`config.mk`:
```
export PLATFORM = sky130hd
export DESIGN_NAME = alu_shifter_seq
export DESIGN_NICKNAME = d
export VERILOG_FILES = /design/src/rtl/alu_shifter_seq.sv
export SDC_FILE = /design/constraint.sdc
export NUM_CORES = 1
export LEC_CHECK = 0
export CAP_MARGIN = 40
export CORE_UTILIZATION = 57
export CTS_CLUSTER_DIAMETER = 40
export CTS_CLUSTER_SIZE = 14
export DETAILED_ROUTE_END_ITERATION = 10
export GPL_TIMING_DRIVEN = 0
export PLACE_DENSITY = 0.85
export SLEW_MARGIN = 20
export SYNTH_ARGS = -nofsm -noshare
export SYNTH_HDL_FRONTEND = slang
export SYNTH_SLANG_ARGS = --single-unit
```
`constraint.sdc`:
```
create_clock -name clk -period 5.9 [get_ports clk]
set_input_delay 1.18 -clock clk [delete_from_list [all_inputs] [get_ports clk]]
set_output_delay 1.18 -clock clk [all_outputs]
set_load 0.01 [all_outputs]
```
`src/rtl/alu_shifter_seq.sv`:
```
// Registered ALU with valid/ready handshakes on both sides and an iterative
// shifter that advances SHIFT_STEP bit positions per cycle.
module alu_shifter_seq #(
   parameter int WIDTH      = 16,
   parameter int SHIFT_STEP = 1
) (
   input  logic                     clk,
   input  logic                     rst_n,
   input  logic                     in_valid,
   output logic                     in_ready,
   input  logic [3:0]               op,
   input  logic [WIDTH-1:0]         a,
   input  logic [WIDTH-1:0]         b,
   input  logic [$clog2(WIDTH)-1:0] shift_d,
   output logic                     out_valid,
   input  logic                     out_ready,
   output logic [WIDTH-1:0]         res,
   output logic [3:0]               szcv,
   output logic                     err
);

   localparam int                 SHAMT_W   = $clog2(WIDTH);
   localparam logic [SHAMT_W:0]   STEP_EXT  = (SHAMT_W+1)'(SHIFT_STEP);
   localparam logic [SHAMT_W-1:0] STEP_AMT  = STEP_EXT[SHAMT_W-1:0];
   localparam logic [SHAMT_W:0]   WIDTH_EXT = (SHAMT_W+1)'(WIDTH);

   localparam logic [3:0] OP_ADD = 4'b0000;
   localparam logic [3:0] OP_SUB = 4'b0001;
   localparam logic [3:0] OP_AND = 4'b0010;
   localparam logic [3:0] OP_OR  = 4'b0011;
   localparam logic [3:0] OP_XOR = 4'b0100;
   localparam logic [3:0] OP_CMP = 4'b0101;
   localparam logic [3:0] OP_MOV = 4'b0110;

   localparam logic [1:0] SH_SLL = 2'b00;
   localparam logic [1:0] SH_SLR = 2'b01;
   localparam logic [1:0] SH_SRL = 2'b10;
   localparam logic [1:0] SH_SRA = 2'b11;

   typedef enum logic {
      ST_IDLE  = 1'b0,
      ST_SHIFT = 1'b1
   } state_t;

   state_t             state_q, state_d;
   logic               out_valid_q, out_valid_d;
   logic [WIDTH-1:0]   res_q, res_d;
   logic [3:0]         szcv_q, szcv_d;
   logic               err_q, err_d;
   logic [WIDTH-1:0]   work_q, work_d;
   logic [SHAMT_W-1:0] rem_q, rem_d;
   logic [1:0]         kind_q, kind_d;

   logic               accept_s;
   logic [WIDTH-1:0]   sh_val_s;
   logic [SHAMT_W-1:0] sh_rem_s;
   logic [1:0]         sh_kind_s;
   logic [SHAMT_W-1:0] sh_amt_s;
   logic               sh_last_s;
   logic [WIDTH:0]     sh_out_s;
   logic               sh_cfin_s;
   logic [WIDTH+4:0]   alu_out_s;

   // One shifter step by amt bits; returns {last bit shifted out, result}.
   function automatic logic [WIDTH:0] shift_step(input logic [1:0]         kind,
                                                 input logic [WIDTH-1:0]   val,
                                                 input logic [SHAMT_W-1:0] amt);
      logic [WIDTH:0]   ext;
      logic [SHAMT_W:0] back;
      logic [WIDTH:0]   r;
      ext  = '0;
      back = '0;
      r    = '0;
      case (kind)
         SH_SLL: begin
            ext = {1'b0, val} << amt;
            r   = ext;
         end
         SH_SLR: begin
            back = WIDTH_EXT - {1'b0, amt};
            r    = {1'b0, (val << amt) | (val >> back)};
         end
         SH_SRL: begin
            ext = {val, 1'b0} >> amt;
            r   = {ext[0], ext[WIDTH:1]};
         end
         SH_SRA: begin
            ext = $signed({val, 1'b0}) >>> amt;
            r   = {ext[0], ext[WIDTH:1]};
         end
         default: r = '0;
      endcase
      return r;
   endfunction

   // Single-cycle ops; returns {err, S, Z, C, V, res}.
   function automatic logic [WIDTH+4:0] alu_eval(input logic [3:0]       opc,
                                                 input logic [WIDTH-1:0] av,
                                                 input logic [WIDTH-1:0] bv);
      logic [WIDTH:0]   wide;
      logic [WIDTH-1:0] r;
      logic [WIDTH-1:0] fl;
      logic             c;
      logic             v;
      logic             e;
      wide = '0;
      r    = '0;
      c    = 1'b0;
      v    = 1'b0;
      e    = 1'b0;
      case (opc)
         OP_ADD: begin
            wide = {1'b0, bv} + {1'b0, av};
            r    = wide[WIDTH-1:0];
            c    = wide[WIDTH];
            v    = (av[WIDTH-1] == bv[WIDTH-1]) && (r[WIDTH-1] != bv[WIDTH-1]);
         end
         OP_SUB, OP_CMP: begin
            wide = {1'b0, bv} - {1'b0, av};
            r    = wide[WIDTH-1:0];
            c    = wide[WIDTH];
            v    = (av[WIDTH-1] != bv[WIDTH-1]) && (r[WIDTH-1] != bv[WIDTH-1]);
         end
         OP_AND:  r = av & bv;
         OP_OR:   r = av | bv;
         OP_XOR:  r = av ^ bv;
         OP_MOV:  r = av;
         default: e = 1'b1;
      endcase
      // CMP reports b but flags the difference
      fl = r;
      r  = (opc == OP_CMP) ? bv : fl;
      if (e) begin
         return {1'b1, 4'b0000, {WIDTH{1'b0}}};
      end else begin
         return {1'b0, fl[WIDTH-1], (fl == {WIDTH{1'b0}}), c, v, r};
      end
   endfunction

   assign in_ready  = rst_n && (state_q == ST_IDLE) && (!out_valid_q || out_ready);
   assign out_valid = out_valid_q;
   assign res       = res_q;
   assign szcv      = szcv_q;
   assign err       = err_q;

   // Shifter operand select: fresh operands on accept, working register while shifting.
   always_comb begin
      if (state_q == ST_SHIFT) begin
         sh_val_s  = work_q;
         sh_rem_s  = rem_q;
         sh_kind_s = kind_q;
      end else begin
         sh_val_s  = b;
         sh_rem_s  = shift_d;
         sh_kind_s = op[1:0];
      end
      if ({1'b0, sh_rem_s} > STEP_EXT) begin
         sh_amt_s  = STEP_AMT;
         sh_last_s = 1'b0;
      end else begin
         sh_amt_s  = sh_rem_s;
         sh_last_s = 1'b1;
      end
      sh_out_s  = shift_step(sh_kind_s, sh_val_s, sh_amt_s);
      sh_cfin_s = (sh_kind_s == SH_SLR) ? (sh_out_s[0] && (sh_amt_s != '0)) : sh_out_s[WIDTH];
      alu_out_s = alu_eval(op, a, b);
   end

   // Next-state logic for the FSM, shift engine and result registers.
   always_comb begin
      accept_s    = in_valid && in_ready;
      state_d     = state_q;
      out_valid_d = out_valid_q && !out_ready;
      res_d       = res_q;
      szcv_d      = szcv_q;
      err_d       = err_q;
      work_d      = work_q;
      rem_d       = rem_q;
      kind_d      = kind_q;
      case (state_q)
         ST_IDLE: begin
            if (accept_s && (op[3:2] == 2'b10)) begin
               if (sh_last_s) begin
                  out_valid_d = 1'b1;
                  res_d       = sh_out_s[WIDTH-1:0];
                  szcv_d      = {sh_out_s[WIDTH-1], (sh_out_s[WIDTH-1:0] == '0), sh_cfin_s, 1'b0};
                  err_d       = 1'b0;
               end else begin
                  work_d      = sh_out_s[WIDTH-1:0];
                  rem_d       = sh_rem_s - sh_amt_s;
                  kind_d      = op[1:0];
                  out_valid_d = 1'b0;
                  state_d     = ST_SHIFT;
               end
            end else if (accept_s) begin
               out_valid_d = 1'b1;
               err_d       = alu_out_s[WIDTH+4];
               szcv_d      = alu_out_s[WIDTH+3:WIDTH];
               res_d       = alu_out_s[WIDTH-1:0];
            end else begin
               state_d = ST_IDLE;
            end
         end
         ST_SHIFT: begin
            work_d = sh_out_s[WIDTH-1:0];
            rem_d  = sh_rem_s - sh_amt_s;
            if (sh_last_s) begin
               out_valid_d = 1'b1;
               res_d       = sh_out_s[WIDTH-1:0];
               szcv_d      = {sh_out_s[WIDTH-1], (sh_out_s[WIDTH-1:0] == '0), sh_cfin_s, 1'b0};
               err_d       = 1'b0;
               state_d     = ST_IDLE;
            end else begin
               state_d = ST_SHIFT;
            end
         end
         default: state_d = ST_IDLE;
      endcase
   end

   // State and result registers; asynchronous clear abandons any shift in flight.
   always_ff @(posedge clk or negedge rst_n) begin
      if (!rst_n) begin
         state_q     <= ST_IDLE;
         out_valid_q <= 1'b0;
         res_q       <= '0;
         szcv_q      <= 4'b0000;
         err_q       <= 1'b0;
         work_q      <= '0;
         rem_q       <= '0;
         kind_q      <= 2'b00;
      end else begin
         state_q     <= state_d;
         out_valid_q <= out_valid_d;
         res_q       <= res_d;
         szcv_q      <= szcv_d;
         err_q       <= err_d;
         work_q      <= work_d;
         rem_q       <= rem_d;
         kind_q      <= kind_d;
      end
   end

endmodule

```
## After elaboration in Yosys (flattened, before gate mapping)

Cells that the tools add are included.
Widths: inputs -> output; s select.

| word-level totals | value |
|---|---|
| bits in registers | 45 |
| bits of input ports | 44 |
| output and inout bits | 23 |

| operators by class | value |
|---|---|
| add/sub/neg operators | 4 |
| order comparisons | 1 |
| equality and inequality tests | 17 |
| shifts and indexed selects | 5 |
| mux-type cells | 37 |
| bitwise logic cells | 5 |
| reduce and logical (&&, ||, !) cells | 20 |

Operators by type and width:

| cell | count |
|---|---|
| $mux 16 | 7 |
| $pmux 16 s6 | 1 |
| $pmux 17 s4 | 1 |
| $pmux 16 s2 | 2 |
| $logic_not 16->1 | 2 |
| $or 16x16->16 | 2 |
| $mux 4 | 7 |
| $mux 21 | 1 |
| $add 16x16->17 | 1 |
| $shl 16x4->17 | 1 |
| $shr 17x4->17 | 1 |
| $sshr 17x4->17 | 1 |
| $sub 16x16->17 | 1 |
| $and 16x16->16 | 1 |
| $pmux 4 s2 | 2 |
| $shl 16x4->16 | 1 |
| $shr 16x5->16 | 1 |
| $xor 16x16->16 | 1 |
| $eq 4x3->1 const B | 3 |
| $mux 1 | 10 |
| $pmux 1 s2 | 5 |
| $eq 4x2->1 const B | 2 |
| $logic_and 1x1->1 | 8 |
| $reduce_or 7->1 | 1 |
| 20 further kinds | 26 |

## Logic depth before layout (Yosys ltp)

| logic depth | value |
|---|---|
| depth in word-level cells | 12 |
| gate-level depth with buffers | 17 |

## Least setup slack after synthesis

Ideal clock, no wire load.

| path | value |
|---|---|
| kind | input -> register |
| from | input port shift_d[2] |
| to | register szcv_q[2] (netlist: szcv[2]) |
| setup time | 0.087 ns |
| arrival time | 3.724 ns |
| required time | 5.813 ns |
| path slack | 2.090 ns |
| stages | 16 |
| buffers on the path | 3 |
| cell sequence | nor3_1 > o22ai_1 > inv_2 > buf_2 > buf_1 > ha_1 > clkbuf_1 > nor2_1 > a21oi_1 > a21oi_1 > a21oi_1 > nor4b_1 > nand4_1 > nor2_1 > a31oi_1 > a211oi_2 |

| between the ends | value |
|---|---|
| longest elaborated chain between the ends | 11 |
| elaborated cells on any way between the ends | 15 |
| classes of those cells | add/sub: 1; order compare: 1; shift: 5; mux: 6; bitwise: 1; reduce/logical: 1 |

RTL lines:

| element | line | source |
|---|---|---|
| from (decl) | 14 | `input logic [$clog2(WIDTH)-1:0] shift_d,` |
| $mux 4 * | 148 | `if (state_q == ST_SHIFT) begin` |
| $gt 4x1->1 | 157 | `if ({1'b0, sh_rem_s} > STEP_EXT) begin` |
| $mux 4 | 157 |  |
| $sub 5x4->5 | 80 | `back = WIDTH_EXT - {1'b0, amt};` |
| $shr 16x5->16 | 81 | `r = {1'b0, (val << amt) \| (val >> back)};` |
| $or 16x16->16 | 81 |  |
| $pmux 17 s4 | 74 | `case (kind)` |
| $logic_not 16->1 | 186, 210 |  |
| $mux 4 * | 183, 207 |  |
| $mux 4 | 182 | `if (accept_s && (op[3:2] == 2'b10)) begin` |
| $pmux 4 s2 * | 180 | `case (state_q)` |
| to (signal assigned) | 236 | `szcv_q <= szcv_d;` |
| to (decl) | 48 | `logic [3:0] szcv_q, szcv_d;` |

Mark *: on every way between the ends. The rest lies on a longest branch, timed or not.
A chain may end at the register's enable or synchronous reset.

## Final worst setup path

Same ends and word-level chain as after synthesis.

==> results.md <==
- Status: complete, no violations
- EDFF count, synth: 0
- Post-CTS Setup Repair Bufs: 0
- Via Count: 6559
- Starting Density: 59.1%
- Post-route ant nets: 0
- First-pass GRT wire length: 33000 um
- Cts hold-fix bufs: 0
- Pre-antenna DRT Iters: 7
- Top cells by area, synth: dfrtp_1, ha_1, mux2i_1
- Unrepaired setup endpoints after global routing: no
- Cts bufs inserted: 5
- Port Buffers: 65
- Achievable frequency: slightly below 200 MHz
- CTS tree: yes
- CP endpoint kind: register
- Yosys warnings: 0
- Placeable Area: a little under 0.01 sq mm
- DR WL/cell: 22.6 um
- Critical Path Fanout Max: 10
- Final Setup Violations: 0
- Worst EP required: between 6 and 7 ns
- Die width: about 100 um
- Post-synthesis instance total: 747
- Root buffer cell: clkbuf_8
- Row cnt: 36
- Synth async-reset ratio: 100%
- HPWL after DPL: 17100 um
- DRC: 0
- CTS clock-pin slew for the worst setup and hold paths: 0.09 ns
- Slew @ Worst Pin: 0.810 ns
- Clk buf depth: 2
- CTS resizes: 0
- Post-Synth Adder-Cell Area: 11.4%
- #FFs+latches synth: 45
- Minimum clock period after layout: just over 5 ns
- Commonest cells in the netlist: nand2_1, o21ai_0, nor2_1
- Primary FF master, synth: dfrtp_1
- Num Clock Sinks: 45
- Yosys cell types: 95
- Share of Yosys cell area claimed by the top area cell type: 19.3%
- Layout cells sized above 1: under 10%
- Most common cell in the netlist: nand2_1
- GPL Wtd Cong: 1.07
- Core Util, Final: 68.8%
- Final hold violations: 0
- Maximum vdd drop: 0.232 mV
- Post-synthesis compound-gate area fraction: between 30% and 40%
- Max cap viols: 0
- Hold WC Path Type: register to register
- Via density: 6.85
- Power Density: 346 mW/mm^2
- Leak Pwr: about 2.9 nW
- Top cell type by total area after synthesis: dfrtp_1
- Clock skew: between 0.01 and 0.015 ns
- Worst-Skew Late Latency: 0.31 ns
- Remaining Overflow, GRT: 0
- Vias in the first global route: 5982
- Max-Slew Margin vs Limit: between 40% and 50%
- Ant diodes: 0
- Simple-gate share of the synthesized area: about a fifth
- Initial antenna violation count: 0
- Nets@finish: 919
- First-iteration detailed-routing DRC count: 883
- GRT Resource Usage Total: about two fifths
- CP startpoint kind: input port
- Routed wire length: between 20000 and 25000 um
- Mux cell area share after synthesis: slightly above 9%
- Die extent in y: 103 um
- Fill count: 785
- XOR/XNOR Fraction of Synth Area: 0.150%
- Largest net degree at the start of global routing: 26
- Main combinational cell family by area after synthesis: compound AO/OA/AOI/OAI gates
- Register area share after synthesis: between 10% and 20%
- Data arrival, critical path: ~5.4 ns
- P&R area growth vs syn: 16.4%
- # IOs: 67
- Fin crit share: between 80% and 90%
- Synth Net Count: ~840
- Die Area: 0.0106 sq mm
- Crit Path Category: input port to register
- H-tree depth: 2
- Max-slew violations: 0
- Final TNS setup: 0 ns
- Cell Area, Synth: 0.00583 sq mm
- Mean post-synth cell area: 7.81 sq um
==> critical path, cell delays in order <==
cell and delay, ns:
clkdlybuf4s50_1 0.53, nor3_1 0.40, o22ai_1 0.19, inv_2 0.13, buf_2 0.24, buf_1 0.36
ha_1 0.27, nor2_1 0.06, a31oi_1 0.53, nor3_1 0.16, o31ai_1 0.63, nand4_1 0.17
nor2_1 0.17, a31oi_1 0.14, a211oi_2 0.22
==> registers in the layout, indices dropped and copies added, names as in the netlist <==
register,count
work_q,16
state_q,1
kind_q,2
rem_q,4
res,16
err,1
szcv,4
out_valid,1
==> through the flow <==
stage                     cells  hold WS [ns]  setup WS, ns  total power (W)  area [sq um]
after floorplan             747         0.450          2.09          0.00151          5830
after global placement      945         0.463         0.646          0.00203          6650
after detailed placement    947         0.476         0.711          0.00207          6680
after CTS                   955         0.496         0.941          0.00228          6770
after global routing        957         0.518         0.486          0.00247          6780
final                       957         0.501         0.758          0.00235          6780
==> layout make-up <==
| type | count | area (sq um) | share of cell area (%) |
|---|---|---|---|
| timing repair buffer | 69 | 687 | 10.1 |
| sequential | 45 | 1130 | 16.6 |
| clock inverter | 3 | 25.0 | 0.369 |
| buffer | 44 | 229 | 3.38 |
| clock buffer | 5 | 68.8 | 1.01 |
| inverter | 53 | 199 | 2.93 |
| multi-input combinational | 605 | 4280 | 63.1 |
| tap | 133 | 166 | 2.45 |
==> report_power, final <==
| part | internal (W) | switching, W |
|---|---|---|
| Sequential | 0.000465 | 0.0000976 |
| Combinational | 0.000612 | 0.000970 |
| Clock | 0.0000858 | 0.000121 |
| Total | 0.00116 | 0.00119 |
==> cells in the final DEF (no fill, tap or decap), drive strengths merged, types with 9 or more instances in the layout <==
| cell | synthesis | final |
|---|---|---|
| a211oi | 10 | 10 |
| a21oi | 52 | 52 |
| a22oi | 10 | 10 |
| a31oi | 16 | 16 |
| buf | 29 | 33 |
| clkbuf | 15 | 21 |
| clkdlybuf4s50 | 0 | 64 |
| dfrtp | 45 | 45 |
| ha | 50 | 50 |
| inv | 53 | 54 |
| mux2 | 12 | 12 |
| mux2i | 35 | 35 |
| nand2 | 85 | 85 |
| nand2b | 11 | 11 |
| nand3 | 13 | 13 |
| nor2 | 53 | 53 |
| nor2b | 11 | 11 |
| nor3 | 18 | 18 |
| o211ai | 14 | 14 |
| o21ai | 65 | 65 |
| o22a | 9 | 9 |
| o22ai | 13 | 13 |
==> routing by layer <==
| layer | up-vias | global-route usage, % | share of wire, % |
|---|---|---|---|
| met5 | - | 0 | 0 |
| met4 | 0 | 13.1 | 3.1 |
| met3 | 62 | 12.3 | 13 |
| met2 | 444 | 61.6 | 43 |
| met1 | 3114 | 57.2 | 41 |
| li1 | 2939 | - | - |
==> final timing paths <==
kind,depth (start not counted),to,from,slack [ns]
max reg2reg,15,szcv[2]$_DFFE_PN0P_,state_q$_DFF_PN0_,1.60
max,15,szcv[2]$_DFFE_PN0P_,shift_d[2],0.76
max in group asynchronous,2,work_q[3]$_DFFE_PN0P_,rst_n,4.49
min,2,work_q[13]$_DFFE_PN0P_,work_q[13]$_DFFE_PN0P_,0.50
min in group asynchronous,1,res[0]$_DFFE_PN0P_,rst_n,0.86
min reg2reg,2,work_q[13]$_DFFE_PN0P_,work_q[13]$_DFFE_PN0P_,0.50
==> cell families after synthesis <==
family / after synthesis
flops: 45
xor+xnor: 1
other cells: 1
mux: 49
buf+inv: 97
compound gates: 265
fa+ha+maj: 52
simple gates: 237
(Power assumes the default switching activity.)
